## config.mk

```make
export PLATFORM = sky130hd
export DESIGN_NAME = pause_ctrl_multi
export DESIGN_NICKNAME = d
export VERILOG_FILES = /design/src/rtl/pause_pkg.sv /design/src/rtl/pause_sec_timer.sv /design/src/rtl/pause_ctrl_multi.sv
export SDC_FILE = /design/constraint.sdc
export NUM_CORES = 1
export LEC_CHECK = 0
export ABC_AREA = 1
export ABC_CLOCK_PERIOD_IN_PS = 2300
export CELL_PAD_IN_SITES_DETAIL_PLACEMENT = 1
export CELL_PAD_IN_SITES_GLOBAL_PLACEMENT = 1
export CORE_ASPECT_RATIO = 1.4
export CORE_MARGIN = 2
export CORE_UTILIZATION = 43
export DETAILED_ROUTE_END_ITERATION = 12
export PLACE_DENSITY_LB_ADDON = 0.1
export SYNTH_ARGS = -nofsm -noshare
export SYNTH_HDL_FRONTEND = slang
export SYNTH_SLANG_ARGS = --single-unit
```

## constraint.sdc

```tcl
create_clock -name clk_sys -period 2.3 [get_ports clk_sys]
set_clock_uncertainty 0.1 [all_clocks]
set_input_delay 0.345 -clock clk_sys [delete_from_list [all_inputs] [get_ports clk_sys]]
set_output_delay 0.345 -clock clk_sys [all_outputs]
set_load 0.05 [all_outputs]
```

## src/rtl/pause_pkg.sv

```systemverilog
// Shared types and helpers for the pause/dim controller.
package pause_pkg;

    typedef enum logic [1:0] {
        RUN    = 2'd0,
        ENTER  = 2'd1,
        PAUSED = 2'd2,
        EXIT   = 2'd3
    } pause_state_t;

    localparam int SETTLE_W = 4;
    localparam int SEC_W    = 8;

    function automatic int cycles_per_sec(input int mhz);
        return mhz * 1_000_000;
    endfunction

endpackage

```

## src/rtl/pause_sec_timer.sv

```systemverilog
// Prescaler plus saturating seconds counter; clr_i zeroes both in the same cycle.
// sec_reached_o is high while the count sits at SECS (registered, no extra latency).
module pause_sec_timer
    import pause_pkg::*;
#(
    parameter int CYC  = 40_000_000,
    parameter int SECS = 10
) (
    input  logic clk_i,
    input  logic reset_i,
    input  logic clr_i,
    output logic sec_reached_o
);

    localparam int PW = (CYC > 1) ? $clog2(CYC) : 1;

    logic [PW-1:0]    presc_q, presc_d;
    logic [SEC_W-1:0] sec_q, sec_d;

    always_comb begin
        presc_d = presc_q;
        sec_d   = sec_q;
        if (clr_i) begin
            presc_d = '0;
            sec_d   = '0;
        end else if (presc_q == PW'(CYC - 1)) begin
            presc_d = '0;
            if (sec_q != SEC_W'(SECS)) begin
                sec_d = sec_q + 1'b1;
            end
        end else begin
            presc_d = presc_q + 1'b1;
        end
    end

    always_ff @(posedge clk_i) begin
        if (reset_i) begin
            presc_q <= '0;
            sec_q   <= '0;
        end else begin
            presc_q <= presc_d;
            sec_q   <= sec_d;
        end
    end

    assign sec_reached_o = (sec_q == SEC_W'(SECS));

endmodule

```

## src/rtl/pause_ctrl_multi.sv

```systemverilog
// Merges button/OSD/subsystem pause requests into pause_cpu, acks requesters once halted, dims video after a long pause.
// Video has 1-cycle latency; PAUSE_FRAME_ALIGN_EN makes ENTER/EXIT wait for a vblank rising edge.
module pause_ctrl_multi
    import pause_pkg::*;
#(
    parameter int RW          = 3,
    parameter int GW          = 3,
    parameter int BW          = 3,
    parameter int CLKSPEED    = 40,
    parameter int DIM_SECONDS = 10,
    parameter int NUM_REQ     = 2,
    parameter int ACK_PAD     = 4
) (
    input  logic                  clk_sys,
    input  logic                  reset,
    input  logic                  user_button,
    input  logic                  osd_status,
    input  logic [1:0]            options,
    input  logic [NUM_REQ-1:0]    pause_req,
    output logic [NUM_REQ-1:0]    pause_ack,
    input  logic                  vblank,
    input  logic [RW-1:0]         r,
    input  logic [GW-1:0]         g,
    input  logic [BW-1:0]         b,
    output logic [RW+GW+BW-1:0]   rgb_out,
    output logic                  pause_cpu,
    output logic                  dimmed
);

    pause_state_t              state_q, state_d;
    logic                      btn_q, osd_q;
    logic                      toggle_q, toggle_d;
    logic [SETTLE_W-1:0]       settle_q, settle_d;
    logic [NUM_REQ-1:0]        ack_q, ack_d;
    logic                      dimmed_q, dimmed_d;
    logic [RW+GW+BW-1:0]       rgb_q, rgb_d;
    logic                      btn_rise, want, vb_rise, timer_clr, sec_reached;
    logic                      settled;

`ifdef PAUSE_FRAME_ALIGN_EN
    logic vblank_q;
    always_ff @(posedge clk_sys) begin
        vblank_q <= vblank;
    end
    assign vb_rise = vblank & ~vblank_q;
`else
    logic unused_vblank;
    assign unused_vblank = vblank;
    assign vb_rise       = 1'b1;
`endif

    // Edge registers load the live input on reset too, so a held input never looks like an edge.
    always_ff @(posedge clk_sys) begin
        btn_q <= user_button;
        osd_q <= osd_status;
    end

    assign btn_rise = user_button & ~btn_q;
    assign toggle_d = toggle_q ^ btn_rise;
    assign want     = toggle_q | (osd_status & options[0]) | (|pause_req);

    always_comb begin
        state_d = state_q;
        case (state_q)
            RUN:     if (want)    state_d = ENTER;
            ENTER:   if (vb_rise) state_d = PAUSED;
            PAUSED:  if (!want)   state_d = EXIT;
            EXIT: begin
                if (want)         state_d = PAUSED;
                else if (vb_rise) state_d = RUN;
            end
            default:              state_d = RUN;
        endcase
    end

    assign settled = (settle_q == SETTLE_W'(ACK_PAD));

    always_comb begin
        settle_d = settle_q;
        if (state_q == RUN) begin
            settle_d = '0;
        end else if (state_q == PAUSED && !settled) begin
            settle_d = settle_q + 1'b1;
        end
    end

    assign ack_d = pause_req & {NUM_REQ{(state_q == PAUSED) && settled}};

    assign timer_clr = (state_q != PAUSED) | (user_button ^ btn_q) | (osd_status ^ osd_q);

    pause_sec_timer #(
        .CYC  (cycles_per_sec(CLKSPEED)),
        .SECS (DIM_SECONDS)
    ) u_sec_timer (
        .clk_i         (clk_sys),
        .reset_i       (reset),
        .clr_i         (timer_clr),
        .sec_reached_o (sec_reached)
    );

    assign dimmed_d = options[1] & (state_q == PAUSED) & sec_reached;
    // Each channel shifts on its own, so no bit crosses into the neighbouring channel.
    assign rgb_d    = dimmed_q ? {r >> 1, g >> 1, b >> 1} : {r, g, b};

    always_ff @(posedge clk_sys) begin
        if (reset) begin
            state_q  <= RUN;
            toggle_q <= 1'b0;
            settle_q <= '0;
            ack_q    <= '0;
            dimmed_q <= 1'b0;
            rgb_q    <= '0;
        end else begin
            state_q  <= state_d;
            toggle_q <= toggle_d;
            settle_q <= settle_d;
            ack_q    <= ack_d;
            dimmed_q <= dimmed_d;
            rgb_q    <= rgb_d;
        end
    end

    assign pause_cpu = (state_q != RUN);
    assign pause_ack = ack_q;
    assign dimmed    = dimmed_q;
    assign rgb_out   = rgb_q;

endmodule

```

Yosys cells after proc, flatten, opt, wreduce, memory -nomap -nowiden
Cells that the tools add are included.
W data, S select, Z words.
{ "word_totals": {"register_bits": 55, "in_bits": 18, "output_inout_bits": 13, "wordCells": 54} }
{ "op_classes": {"addsub": 3, "n_eq_ne": 10, "mux": 5, "bitwise_logic": 13, "n_reduce_logical": 12} }
{ "ops": {"columns": ["operator", "n"], "rows": [
  ["$add A26 B1 Y26 const B", 1],
  ["$eq A26 B26 Y1 const B", 1],
  ["$add A8 B1 Y8 const B", 1],
  ["$eq A8 B4 Y1 const B", 1],
  ["$mux W8", 1],
  ["$ne A8 B4 Y1 const B", 1],
  ["$pmux W2 S4", 1],
  ["$reduce_or A2 Y1", 4],
  ["$mux W2", 3],
  ["$ne A2 B2 Y1 const B", 3],
  ["$add A4 B1 Y4 const B", 1],
  ["$and A1 B1 Y1", 4],
  ["$eq A2 B2 Y1 const B", 2],
  ["$eq A4 B3 Y1 const B", 1],
  ["$or A1 B1 Y1", 4],
  ["$reduce_and A2 Y1", 2],
  ["$reduce_or A3 Y1", 1],
  ["$xor A1 B1 Y1", 3],
  ["$and A2 B2 Y2", 1],
  ["$eq A2 B1 Y1 const B", 1],
  ["$logic_and A1 B1 Y1", 2],
  ["$logic_not A2 Y1", 1],
  ["$reduce_bool A2 Y1", 1],
  ["$logic_not A1 Y1", 1],
  ["$not A1 Y1", 1]
]} }

Longest topological paths before layout
{ "logic_depth": {"depth_word": 5, "mapped_depth": 10, "mapped_depth_nobuf": 9} }

Hierarchy
A second synthesis with hierarchy kept.
{ "hier_totals": {"cells_unflattened": 414, "hier_area_um2": 2771.4} }
{ "modules_own_cells": {"columns": ["module", "instances", "cells_per_inst", "area_per_inst_um2"], "rows": [
  ["pause_sec_timer", 1, 314, 1966.9],
  ["pause_ctrl_multi", 1, 100, 804.5]
]} }

Worst setup path before layout
OpenSTA, ideal clock, no wires.
{ "synth_timing": {"path_type": "input port to flip-flop", "startpoint": "input port user_button", "endpoint": "register u_sec_timer.presc_q[21]", "arrival_time_ns": 1.372, "required_ns": 2.134, "slack_ns": 0.762, "cell_stages": 6, "cell_sequence": "ha_1 > inv_1 > nor4_4 > nand2_4 > buf_8 > a21oi_2"} }
{ "synth_between": {"elab_chain_cells": 4} }
{ "synth_lines": {"columns": ["element", "line", "text"], "rows": [
  ["from (decl)", "pause_ctrl_multi.sv:16", "input logic user_button,"],
  ["$xor A1 B1 Y1", "pause_ctrl_multi.sv:89", "assign timer_clr = (state_q != PAUSED) | (user_button ^ btn_q) | (osd_status ^ osd_q);"],
  ["$or A1 B1 Y1 (2 in a row)", "pause_ctrl_multi.sv:89", null],
  ["$reduce_or A3 Y1 (no line)", null, null],
  ["to (signal assigned)", "pause_sec_timer.sv:41", "presc_q <= presc_d;"],
  ["to (decl)", "pause_sec_timer.sv:17", "logic [PW-1:0] presc_q, presc_d;"]
]} }
No other way between the ends.
A chain may end at the register's enable or synchronous reset.

Worst setup path in the final report
{ "layout_timing": {"startpoint": "register dimmed_q, in the netlist dimmed", "endpoint": "output port dimmed"} }
{ "layout_rtl": {"columns": ["element", "line", "text"], "rows": [
  ["from (decl)", "pause_ctrl_multi.sv:35", "logic dimmed_q, dimmed_d;"],
  ["from (signal assigned)", "pause_ctrl_multi.sv:118", "dimmed_q <= dimmed_d;"],
  ["to (decl)", "pause_ctrl_multi.sv:27", "output logic dimmed"]
]} }
No word-level cell between the ends.

==> metrics.txt <==
Total GRT Usage 20.8%; Post-CTS Setup Inserts 0; Final Max Tran Viols 0; Top delay family on crit path buffers and inverters; ys async rst share 0%; vias per inst 5.04; PortBufs 29; Pleak 1.21 nW; RePlAce Congestion 0.857; net count after synthesis between 400 and 500; number of buffers created by CTS 5; total power 1.84 mW; CP Max Fanout 11; global-route wire length before repair 12000 um; Final ANT Viol Nets 0; #FFs+latches synth 55; io pins 31; WP data arrival 1.71 ns; share of the synthesized area in the top cell type about two fifths; Finished Layout Cells about 500; CP max stage cell clkdlybuf4s50_1; Startpoint Class flip-flop; number of flops mapped to enable cells by yosys 0; relative slew slack between 60% and 70%; unrepaired setup endpoints after global routing false; Buf+Inv Stages, Crit Path 1; # hold bufs at CTS 0; crit path capture type output pin; nets about 460; H-tree level count 2; crit path cell chain clkdlybuf4s50_1; crit-path max cell delay ~0.87 ns; wire length on met2 3800 um; leading area contributor after synthesis dfxtp_1; CTS Sinks 55; largest net degree at the start of global routing 26; DR WL/cell ~14 um; synthesis-to-layout area growth 17.1%; FP Rows 35; Post-Route Utilization around 51%; Hold Path Stages 1; yosys warns 0; stages on the worst setup path 1; PD cells roughly 560 nW/um2; Max VDD drop around 0.31 mV; Die Ht between 90 and 100 um; GRT overflow 0; crit path kind reg2out; top post-synthesis cells by area dfxtp_1 39%, nand2_1 12%, nor2_1 10%; final period utilization between 90% and 100%; final worst slack 0.144 ns; Slew @ Worst Pin approximately 0.53 ns; Reg clk slew, reported paths ~0.11 ns; worst endpoint required time 1.86 ns; Vias roughly 2600; Clk Latency, worst-skew pair approximately 0.32 ns; Synth Cell Area 2830 um2; ys flop type dfxtp_1; DRT met1 WL approximately 3000 um; met3 routed WL approximately 150 um; layout cells sized above 1 around 8.4%; initial antenna violation count 0; DP HPWL ~5500 um; DR pass1 iterations 4; setup_tns 0 ns; maximum root-to-sink buffer count 2; core area around 6500 um2; Clock Tree Root clkbuf_8; Avg Inst Size Synth 6.96 um2; DP Worst Slack approximately 0.095 ns; DRC Markers 0; CTS tree done; dpl cell area around 3200 um2; PostCTS Resize Cnt 0; vias in the first global route about 2700; final hold violation count 0; ANT cells 0; worst hold-check path type reg2reg; Final Instance Area 3310 um2; library cells used by synthesis 29; register area share after synthesis between 30% and 40%; fmax roughly 0.46 GHz; DRT Wirelength approximately 7000 um; 1st-iter DRT viols 100; Inst Count DP between 500 and 600; Starting Density roughly 44%; FF-to-FF path depth 8; Die Wd between 70 and 80 um; Syn Inst Count between 400 and 500; die area between 7000 and 8000 um2; minimum clock period approximately 2.2 ns; top routing layer in use met4; Max-Cap Viols 0; Setup violations, final 0; status complete, no violations; Final Hold Slack ~0.38 ns
==> worst paths after layout <==
kind                                              from                      to  slack (ns)
worst min register to register  u_sec_timer.presc_q[0]  u_sec_timer.presc_q[0]        0.38
worst max-delay path                            dimmed                  dimmed        0.14
worst max register to register  u_sec_timer.presc_q[0]  u_sec_timer.presc_q[7]        0.44
worst min-delay path            u_sec_timer.presc_q[0]  u_sec_timer.presc_q[0]        0.38
==> cells by family after synthesis <==
group | after synthesis | synth area share (%)
and+or+nand+nor | 230 | 36.8
buffers and inverters | 65 | 9.34
DFF | 55 | 39.0
AOI/OAI and AO/OA | 31 | 6.33
xor gates and xnor gates | 19 | 5.89
adders and majority gates | 6 | 2.66
==> layout make-up <==
| cell class | count | area [um2] |
|---|---|---|
| Clock buffer | 6 | 82.6 |
| Tap cell | 74 | 92.6 |
| Timing Repair Buffer | 31 | 305 |
| Fill cell | 893 | 3170 |
| Clock inverter | 2 | 38.8 |
| Sequential cell | 55 | 1100 |
| Inverter | 61 | 229 |
| Multi-Input combinational cell | 286 | 1460 |
==> flip-flops by register name, summed over array words and instances (netlist names) <==
name and cells:
dimmed 1, u_sec_timer.presc_q 26, rgb_out 9, osd_q 1
pause_ack 2, state_q 2, u_sec_timer.sec_q 8, toggle_q 1
btn_q 1, settle_q 4
==> worst register-to-register path: stages (launching register included) <==
cell and delay (ns):
dfxtp_1 0.40, ha_1 0.20, nand2_2 0.08, nor2_4 0.18, nand2_4 0.13, nor2_2 0.15, nand2_2 0.10, nand2_4 0.28
a21oi_1 0.11
==> layer usage <==
metal	up-vias	track usage [%]
li1	1321	-
met1	1235	23.8
met2	30	39.4
met3	9	2.71
met4	0	5.70
met5	-	0
==> where the power goes <==
group,total (mW),switching [mW],internal [mW]
sequential,0.981,0.0102,0.971
clock,0.704,0.345,0.359
combinational,0.160,0.0962,0.0637
==> cell usage after synthesis (4+ instances only) <==
library cell and count:
inv_1 58, nor3_1 6, ha_1 6, nand2_2 4, nand3b_1 4, a21oi_1 16, nand3_1 22, xor2_1 16
a21oi_2 4, dfxtp_1 55, nand4_1 10, nor2_1 77, nor2_2 7, nor2_4 4, nand2_1 91, o21ai_0 6
==> cells in the final DEF (no fill, tap or decap) <==
| master | count |
|---|---|
| nand2_1 | 91 |
| nor2_1 | 77 |
| inv_1 | 58 |
| dfxtp_1 | 55 |
| clkdlybuf4s50_1 | 29 |
| nand3_1 | 22 |
| xor2_1 | 16 |
| a21oi_1 | 16 |
| nand4_1 | 10 |
| nor2_2 | 7 |
| o21ai_0 | 6 |
| nor3_1 | 6 |
| ha_1 | 6 |
| clkbuf_8 | 6 |
| nor2_4 | 4 |
| nand2_2 | 4 |
| nand3b_1 | 4 |
| a21oi_2 | 4 |
| a211oi_1 | 3 |
| inv_2 | 3 |
| xnor2_1 | 3 |
| nand2_4 | 2 |
| buf_4 | 2 |
| o21ai_1 | 1 |
| nor4_4 | 1 |
| nor3_2 | 1 |
| nand3_2 | 1 |
| a31oi_1 | 1 |
| bufinv_16 | 1 |
| inv_6 | 1 |
(Power assumes the default switching activity.)
